## src/rtl/calculation_unit_pkg.sv

```systemverilog
// Shared types and helpers for the calculation unit back end: rounding-mode
// encoding, the exception-flag bundle, exponent constants and the rounding
// decision functions used by the normalize/round pipeline.
package calculation_unit_pkg;

    localparam int EXP_BIAS   = 127;
    localparam int EXP_MAX    = 255;
    localparam int FRAC_WIDTH = 23;

    typedef enum logic [2:0] {
        RM_RNE = 3'd0,
        RM_RTZ = 3'd1,
        RM_RDN = 3'd2,
        RM_RUP = 3'd3,
        RM_RMM = 3'd4
    } rounding_mode_t;

    typedef struct packed {
        logic overflow;
        logic underflow;
        logic inexact;
    } fpu_flags_t;

    // Unknown mode codes fall back to round-to-nearest-even.
    function automatic rounding_mode_t decode_rounding_mode(input logic [2:0] code);
        rounding_mode_t rm;
        case (code)
            3'd1:    rm = RM_RTZ;
            3'd2:    rm = RM_RDN;
            3'd3:    rm = RM_RUP;
            3'd4:    rm = RM_RMM;
            default: rm = RM_RNE;
        endcase
        return rm;
    endfunction

    // Decide whether the truncated significand must be bumped by one ulp.
    function automatic logic round_increment(input rounding_mode_t rm, input logic sign,
                                             input logic lsb, input logic guard,
                                             input logic sticky);
        logic inc;
        case (rm)
            RM_RNE:  inc = guard && (sticky || lsb);
            RM_RTZ:  inc = 1'b0;
            RM_RDN:  inc = (guard || sticky) && sign;
            RM_RUP:  inc = (guard || sticky) && !sign;
            RM_RMM:  inc = guard;
            default: inc = guard && (sticky || lsb);
        endcase
        return inc;
    endfunction

    // On overflow, modes that round away from zero in the sign's direction saturate to infinity.
    function automatic logic overflow_to_infinity(input rounding_mode_t rm, input logic sign);
        logic to_inf;
        case (rm)
            RM_RNE:  to_inf = 1'b1;
            RM_RMM:  to_inf = 1'b1;
            RM_RUP:  to_inf = !sign;
            RM_RDN:  to_inf = sign;
            default: to_inf = 1'b0;
        endcase
        return to_inf;
    endfunction

endpackage

```

## src/rtl/calculation_unit_leading_zero_counter.sv

```systemverilog
// Leading-zero counter over a 48-bit word. count is 48 and all_zero is set
// when no bit is set.
module calculation_unit_leading_zero_counter
    import calculation_unit_pkg::*;
(
    input  logic [47:0] data_in,
    output logic [5:0]  count,
    output logic        all_zero
);

    // Scan from the MSB and capture the distance to the first set bit.
    always_comb begin
        count    = 6'd48;
        all_zero = 1'b1;
        for (int i = 47; i >= 0; i--) begin
            if (all_zero && data_in[i]) begin
                count    = 6'(47 - i);
                all_zero = 1'b0;
            end else begin
                all_zero = all_zero;
            end
        end
    end

endmodule

```

## src/rtl/calculation_unit_normalize_round.sv

```systemverilog
// Two-stage normalize-and-round back end producing an IEEE-754 single.
// S1 normalizes the raw [xx.47] sum so the leading one sits in the hidden-bit
// position (only the 47 bits below it are kept). S2 rounds, adjusts the
// exponent, handles overflow/underflow and packs into the output register.
// Optional feature macro: NORMALIZE_ROUND_SUBNORMAL_EN -- when defined,
// underflowing results are denormalized and rounded; otherwise they flush to
// signed zero with underflow and inexact set.
module calculation_unit_normalize_round
    import calculation_unit_pkg::*;
(
    input  logic        clk,
    input  logic        reset_n,
    input  logic        in_valid,
    output logic        in_ready,
    input  logic        in_sign,
    input  logic [9:0]  in_exponent,
    input  logic [48:0] in_fraction,
    input  logic [2:0]  in_rounding_mode,
    output logic        out_valid,
    input  logic        out_ready,
    output logic [31:0] out_result,
    output logic [2:0]  out_flags
);

    localparam logic signed [11:0] EXP_LIMIT = 12'(EXP_MAX);

    logic [5:0]         lz_count;
    logic               lz_all_zero;
    logic               s1_advance;
    logic               s1_load;
    logic signed [11:0] in_exp_ext;

    logic               s1_valid_d,  s1_valid_q;
    logic               s1_sign_d,   s1_sign_q;
    logic signed [11:0] s1_exp_d,    s1_exp_q;
    logic [46:0]        s1_frac_d,   s1_frac_q;
    logic               s1_sticky_d, s1_sticky_q;
    logic               s1_zero_d,   s1_zero_q;
    rounding_mode_t     s1_rm_d,     s1_rm_q;

    logic               out_valid_d,  out_valid_q;
    logic [31:0]        out_result_d, out_result_q;
    fpu_flags_t         out_flags_d,  out_flags_q;

    logic               nrm_sticky;
    logic               nrm_inc;
    logic               nrm_inexact;
    logic [23:0]        nrm_sum;
    logic signed [11:0] nrm_exp;
    logic [31:0]        rnd_result;
    fpu_flags_t         rnd_flags;
`ifdef NORMALIZE_ROUND_SUBNORMAL_EN
    logic signed [11:0] sub_shift;
    logic [6:0]         sub_amt;
    logic [95:0]        sub_ext;
    logic               sub_sticky;
    logic               sub_inc;
    logic               sub_inexact;
    logic [23:0]        sub_sum;
`endif

    calculation_unit_leading_zero_counter u_lzc (
        .data_in  (in_fraction[47:0]),
        .count    (lz_count),
        .all_zero (lz_all_zero)
    );

    // Flow control: S1 moves on whenever the output register is empty or draining.
    always_comb begin
        s1_advance = !out_valid_q || out_ready;
        in_ready   = !s1_valid_q || s1_advance;
        s1_load    = in_valid && in_ready;
    end

    // Valid-bit progression through the two stages.
    always_comb begin
        if (in_ready) begin
            s1_valid_d = in_valid;
        end else begin
            s1_valid_d = s1_valid_q;
        end
        if (s1_advance) begin
            out_valid_d = s1_valid_q;
        end else begin
            out_valid_d = out_valid_q;
        end
    end

    // S1: normalize so the leading one lands in the hidden-bit position.
    always_comb begin
        in_exp_ext = {{2{in_exponent[9]}}, in_exponent};
        if (s1_load) begin
            s1_sign_d = in_sign;
            s1_rm_d   = decode_rounding_mode(in_rounding_mode);
            s1_zero_d = !in_fraction[48] && lz_all_zero;
            if (in_fraction[48]) begin
                s1_frac_d   = in_fraction[47:1];
                s1_sticky_d = in_fraction[0];
                s1_exp_d    = in_exp_ext + 12'sd1;
            end else begin
                s1_frac_d   = in_fraction[46:0] << lz_count;
                s1_sticky_d = 1'b0;
                s1_exp_d    = in_exp_ext - $signed({6'd0, lz_count});
            end
        end else begin
            s1_sign_d   = s1_sign_q;
            s1_rm_d     = s1_rm_q;
            s1_zero_d   = s1_zero_q;
            s1_frac_d   = s1_frac_q;
            s1_sticky_d = s1_sticky_q;
            s1_exp_d    = s1_exp_q;
        end
    end

    // S2: round, renormalize on carry-out, classify and pack the result.
    always_comb begin
        nrm_sticky  = (|s1_frac_q[22:0]) | s1_sticky_q;
        nrm_inexact = s1_frac_q[23] | nrm_sticky;
        nrm_inc     = round_increment(s1_rm_q, s1_sign_q, s1_frac_q[24], s1_frac_q[23], nrm_sticky);
        // A carry into bit 23 means the significand rolled over to 2.0: fraction is already zero.
        nrm_sum     = {1'b0, s1_frac_q[46:24]} + {23'd0, nrm_inc};
        nrm_exp     = s1_exp_q + $signed({11'd0, nrm_sum[23]});
`ifdef NORMALIZE_ROUND_SUBNORMAL_EN
        sub_shift   = 12'sd1 - s1_exp_q;
        sub_amt     = (sub_shift > 12'sd49) ? 7'd49 : sub_shift[6:0];
        sub_ext     = {1'b1, s1_frac_q, 48'd0} >> sub_amt;
        sub_sticky  = (|sub_ext[70:0]) | s1_sticky_q;
        sub_inexact = sub_ext[71] | sub_sticky;
        sub_inc     = round_increment(s1_rm_q, s1_sign_q, sub_ext[72], sub_ext[71], sub_sticky);
        // A carry into bit 23 lifts the exponent field to 1 without extra handling.
        sub_sum     = sub_ext[95:72] + {23'd0, sub_inc};
`endif
        rnd_result  = 32'd0;
        rnd_flags   = fpu_flags_t'(3'b000);
        if (s1_zero_q) begin
            rnd_result = {s1_sign_q, 31'd0};
            rnd_flags  = fpu_flags_t'(3'b000);
        end else if (s1_exp_q <= 12'sd0) begin
`ifdef NORMALIZE_ROUND_SUBNORMAL_EN
            rnd_result          = {s1_sign_q, 7'd0, sub_sum};
            rnd_flags.overflow  = 1'b0;
            rnd_flags.underflow = sub_inexact;
            rnd_flags.inexact   = sub_inexact;
`else
            rnd_result = {s1_sign_q, 31'd0};
            rnd_flags  = fpu_flags_t'(3'b011);
`endif
        end else if (nrm_exp >= EXP_LIMIT) begin
            if (overflow_to_infinity(s1_rm_q, s1_sign_q)) begin
                rnd_result = {s1_sign_q, 8'(EXP_MAX), {FRAC_WIDTH{1'b0}}};
            end else begin
                rnd_result = {s1_sign_q, 8'(EXP_MAX - 1), {FRAC_WIDTH{1'b1}}};
            end
            rnd_flags = fpu_flags_t'(3'b101);
        end else begin
            rnd_result          = {s1_sign_q, nrm_exp[7:0], nrm_sum[FRAC_WIDTH-1:0]};
            rnd_flags.overflow  = 1'b0;
            rnd_flags.underflow = 1'b0;
            rnd_flags.inexact   = nrm_inexact;
        end
    end

    // Output register loads only when S1 hands over a beat; it holds while stalled.
    always_comb begin
        if (s1_advance && s1_valid_q) begin
            out_result_d = rnd_result;
            out_flags_d  = rnd_flags;
        end else begin
            out_result_d = out_result_q;
            out_flags_d  = out_flags_q;
        end
    end

    // Control and output state, cleared asynchronously so in-flight beats are dropped.
    always_ff @(posedge clk or negedge reset_n) begin
        if (!reset_n) begin
            s1_valid_q   <= 1'b0;
            out_valid_q  <= 1'b0;
            out_result_q <= 32'd0;
            out_flags_q  <= fpu_flags_t'(3'b000);
        end else begin
            s1_valid_q   <= s1_valid_d;
            out_valid_q  <= out_valid_d;
            out_result_q <= out_result_d;
            out_flags_q  <= out_flags_d;
        end
    end

    // S1 datapath registers; their contents are qualified by s1_valid_q.
    always_ff @(posedge clk) begin
        s1_sign_q   <= s1_sign_d;
        s1_exp_q    <= s1_exp_d;
        s1_frac_q   <= s1_frac_d;
        s1_sticky_q <= s1_sticky_d;
        s1_zero_q   <= s1_zero_d;
        s1_rm_q     <= s1_rm_d;
    end

    assign out_valid  = out_valid_q;
    assign out_result = out_result_q;
    assign out_flags  = out_flags_q;

endmodule

```

## config.mk

```make
export PLATFORM = sky130hd
export DESIGN_NAME = calculation_unit_normalize_round
export DESIGN_NICKNAME = d
export VERILOG_FILES = /design/src/rtl/calculation_unit_pkg.sv /design/src/rtl/calculation_unit_leading_zero_counter.sv /design/src/rtl/calculation_unit_normalize_round.sv
export SDC_FILE = /design/constraint.sdc
export NUM_CORES = 1
export LEC_CHECK = 0
export BUFFER_PORTS_ARGS = -buffer_cell sky130_fd_sc_hd__buf_4
export CORE_MARGIN = 4
export CORE_UTILIZATION = 45
export DETAILED_ROUTE_END_ITERATION = 16
export GPL_TIMING_DRIVEN = 0
export PLACE_DENSITY_LB_ADDON = 0.05
export SYNTH_ARGS = -nofsm -noshare
export SYNTH_HDL_FRONTEND = slang
export SYNTH_SLANG_ARGS = --single-unit
```

## constraint.sdc

```tcl
create_clock -name clk -period 7.3 [get_ports clk]
set_input_delay 1.46 -clock clk [delete_from_list [all_inputs] [get_ports clk]]
set_output_delay 1.46 -clock clk [all_outputs]
set_load 0.03 [all_outputs]
```

==> results.py <==
metrics = {
    "status": {
        "status": "finished clean",
    },
    "worst_setup_path": {
        "endpoint_kind": "flip-flop",
        "crit_type": "primary input to flip-flop",
        "r2r-end": "out_result[7]",
        "r2r_start": "s1_rm_q[0]",
        "r2r_cells": 23,
        "reg2reg_slack_ns": 1.42,
        "cp.required_ns": 7.38,
        "start_kind": "primary input",
        "cp_max_fo": 10,
        "cp.arrival_ns": 7.11,
    },
    "floorplan": {
        "die_y_um": 147,
        "die-area_sq_um": 21500,
        "coreArea_sq_um": 18800,
        "core.rowCount": 50,
        "start_util_pct": 46.0,
        "ios": 104,
        "die_x_um": 147,
    },
    "clocking": {
        "cts_tree": "done",
        "ctsHoldBuffers": 0,
        "post_cts.repair.setup_buffers": 0,
        "clk_path_buf_depth": 2,
        "h-tree-depth": 3,
        "cts_buffers": 9,
        "clock_tree.root_cell": "clkbuf_16",
        "clock_sinks": 101,
        "clkSlewWorstSetupHoldPaths_ns": 0.06,
        "insertion_delay_ns": 0.34,
        "cts-resized-gates": 0,
    },
    "cells_and_area": {
        "antennaDiodeCount": 0,
        "final_cell_mix": "nand2_1, buf_4, mux2i_1",
        "syn2layout_area_growth_pct": 15.9,
        "drive_gt1_share_pct": 14.8,
        "final_core_util_pct": 53.3,
        "fin_cells": 1369,
        "final_common_cell": "nand2_1",
        "final_net_count": 1187,
    },
    "global_routing": {
        "grt_first_pass_wirelength_um": 55400,
        "grt_max_degree": 47,
        "grt_use_total_pct": 34.2,
        "overflow": 0,
        "antenna_found_initial": 2,
        "grt_pass1_vias": 8609,
    },
    "logic_synthesis": {
        "synth_area_sq_um": 8650,
        "yosysSeqAreaShare_pct": 32.9,
        "synth_edf_count": 64,
        "ys_warn_count": 0,
        "ys.flop_type": "edfxtp_1",
        "yosysUniqueCellTypes": 77,
        "avgSynthCellArea_sq_um": 8.67,
        "ys_seq_elements": 101,
        "synth_cells": 998,
        "syn_nets": 1081,
        "async_reset_ff_share_pct": 36.6,
    },
    "power": {
        "p_clk_share_pct": 26.4,
        "p_comb_share_pct": 34.2,
        "p_per_area_nw_per_um2": 186,
        "seq_power_share_pct": 39.4,
        "leakage_nw": 3.94,
        "internal-power_mw": 1.22,
        "switching_share_pct": 34.7,
        "total_power_mw": 1.86,
        "vdd_drop_max_uv": 109,
        "switching_power_mw": 0.647,
    },
    "flow_run": {
        "max_cap_viol_count": 0,
    },
    "timing": {
        "clock.fmax_mhz": 142,
        "slew_headroom_pct": 16.4,
        "min_period_ns": 7.03,
        "fin_worst_skew_ns": 0.00839,
        "setup_viol": 0,
        "maxSlewViolCount": 0,
        "rsz0062_at_grt": "false",
        "hold_viol": 0,
        "finalCritPeriodShare_pct": 96.3,
        "worst_pin_slew_ns": 1.24,
        "hold_slack_ns": 0.481,
    },
    "routing": {
        "firstDrtPassIters": 6,
        "drc_errors": 0,
        "drt_iter0_markers": 1056,
        "wl_per_cell_um": 27.6,
        "antenna_left": 0,
        "vias": 8921,
        "viasPerCell": 6.52,
        "wl_um": 37800,
    },
    "placement": {
        "dp_hpwl_um": 30200,
        "placed_cells": 1353,
        "finalWeightedCongestion": 1.06,
        "port_buffers": 94,
    },
    "min_path": {
        "hold_class": "flip-flop to flip-flop",
        "hold_path_depth": 1,
        "hold_end": "out_result[25]",
        "hp-start": "out_result[25]",
    },
}
## stage by stage
step	setup WS (ns)	TNS [ns]	cell area [sq um]
final	0.269	0	10000
after global routing	0.0146	0	10000
after CTS	0.0718	0	10000
after detailed placement	-0.284	-0.494	9710
after global placement	-0.213	-0.421	9690
after floorplan	1.13	0	8650
## metal layers
| layer | global-route usage, % | up-vias | wire, um |
|---|---|---|---|
| met5 | 0 | - | 17 |
| met4 | 20.6 | 2 | 2650 |
| met3 | 5.52 | 148 | 3540 |
| met2 | 54.2 | 613 | 16700 |
| met1 | 43.8 | 4176 | 15000 |
| li1 | - | 3982 | - |
## power by group through the flow
stage,sequential [mW],clock [mW],combinational (mW)
final,0.734,0.492,0.637
after global routing,0.743,0.524,0.671
after CTS,0.734,0.497,0.622
after detailed placement,0.745,0,0.620
after global placement,0.743,0,0.618
after floorplan,0.803,0,0.306
## area by class of cell
| type | instances | area [sq um] |
|---|---|---|
| clock inverter | 6 | 86.3 |
| multi-input combinational | 809 | 5410 |
| buffer | 69 | 337 |
| inverter | 19 | 73.8 |
| timing repair buffer | 95 | 726 |
| clock buffer | 10 | 229 |
| sequential | 101 | 2850 |
| tap | 260 | 325 |
| fill | 1755 | 8800 |
## critical path, cell delays in order
cell	delay, ns
buf_4	0.16
or4_1	0.62
a211oi_1	0.31
o21ai_0	0.18
a211oi_1	0.82
clkbuf_1	0.55
clkbuf_1	0.53
buf_1	0.63
xnor2_1	0.19
nor2_1	0.06
ha_1	0.32
inv_1	0.08
nor2_1	0.04
nor2_1	0.16
o21bai_1	0.09
a21oi_1	0.23
o21bai_1	0.09
a21oi_1	0.23
o21ai_0	0.17
xnor2_1	0.17
## cell families (layout without fill, tap and decap cells)
group	after synthesis	after routing	share of synthesized area, %
simple gates	373	373	20.9
fa+ha+maj	16	16	2.40
buf+inv	88	199	4.74
xor+xnor	40	40	4.05
compound gates	272	272	22.0
mux	108	108	13.0
flops	101	101	32.9
## worst max-delay path by stage
stage | startpoint | to | slack [ns]
after global routing | in_fraction[45] | s1_exp_q[10] | 0.01
final | in_fraction[15] | s1_exp_q[10] | 0.27
after global placement | in_fraction[45] | s1_exp_q[10] | -0.21
after floorplan | in_fraction[6] | s1_exp_q[9] | 1.13
after detailed placement | in_fraction[45] | s1_exp_q[10] | -0.28
after CTS | in_fraction[45] | s1_exp_q[10] | 0.07
## state kept, by name, summed over array words and instances, names as in the netlist
signal and flops:
s1_frac_q 47, out_flags 3, out_result 32, out_valid 1, s1_sticky_q 1, s1_valid_q 1
s1_exp_q 11, s1_rm_q 3, s1_zero_q 1, s1_sign_q 1
## cells in the mapped netlist (18+ instances only)
cell type | n | area (sq um)
clkbuf_1 | 38 | 143
a22o_1 | 28 | 245
nor3_1 | 21 | 105
edfxtp_1 | 64 | 1920
nor2_1 | 70 | 263
xnor2_1 | 25 | 219
dfrtp_1 | 37 | 926
nand2_1 | 131 | 492
nand3_1 | 39 | 195
nor4_1 | 24 | 150
inv_1 | 18 | 67.6
a21oi_1 | 51 | 255
mux2i_1 | 91 | 911
o21ai_0 | 50 | 250
Power figures use the tool's default switching activity.
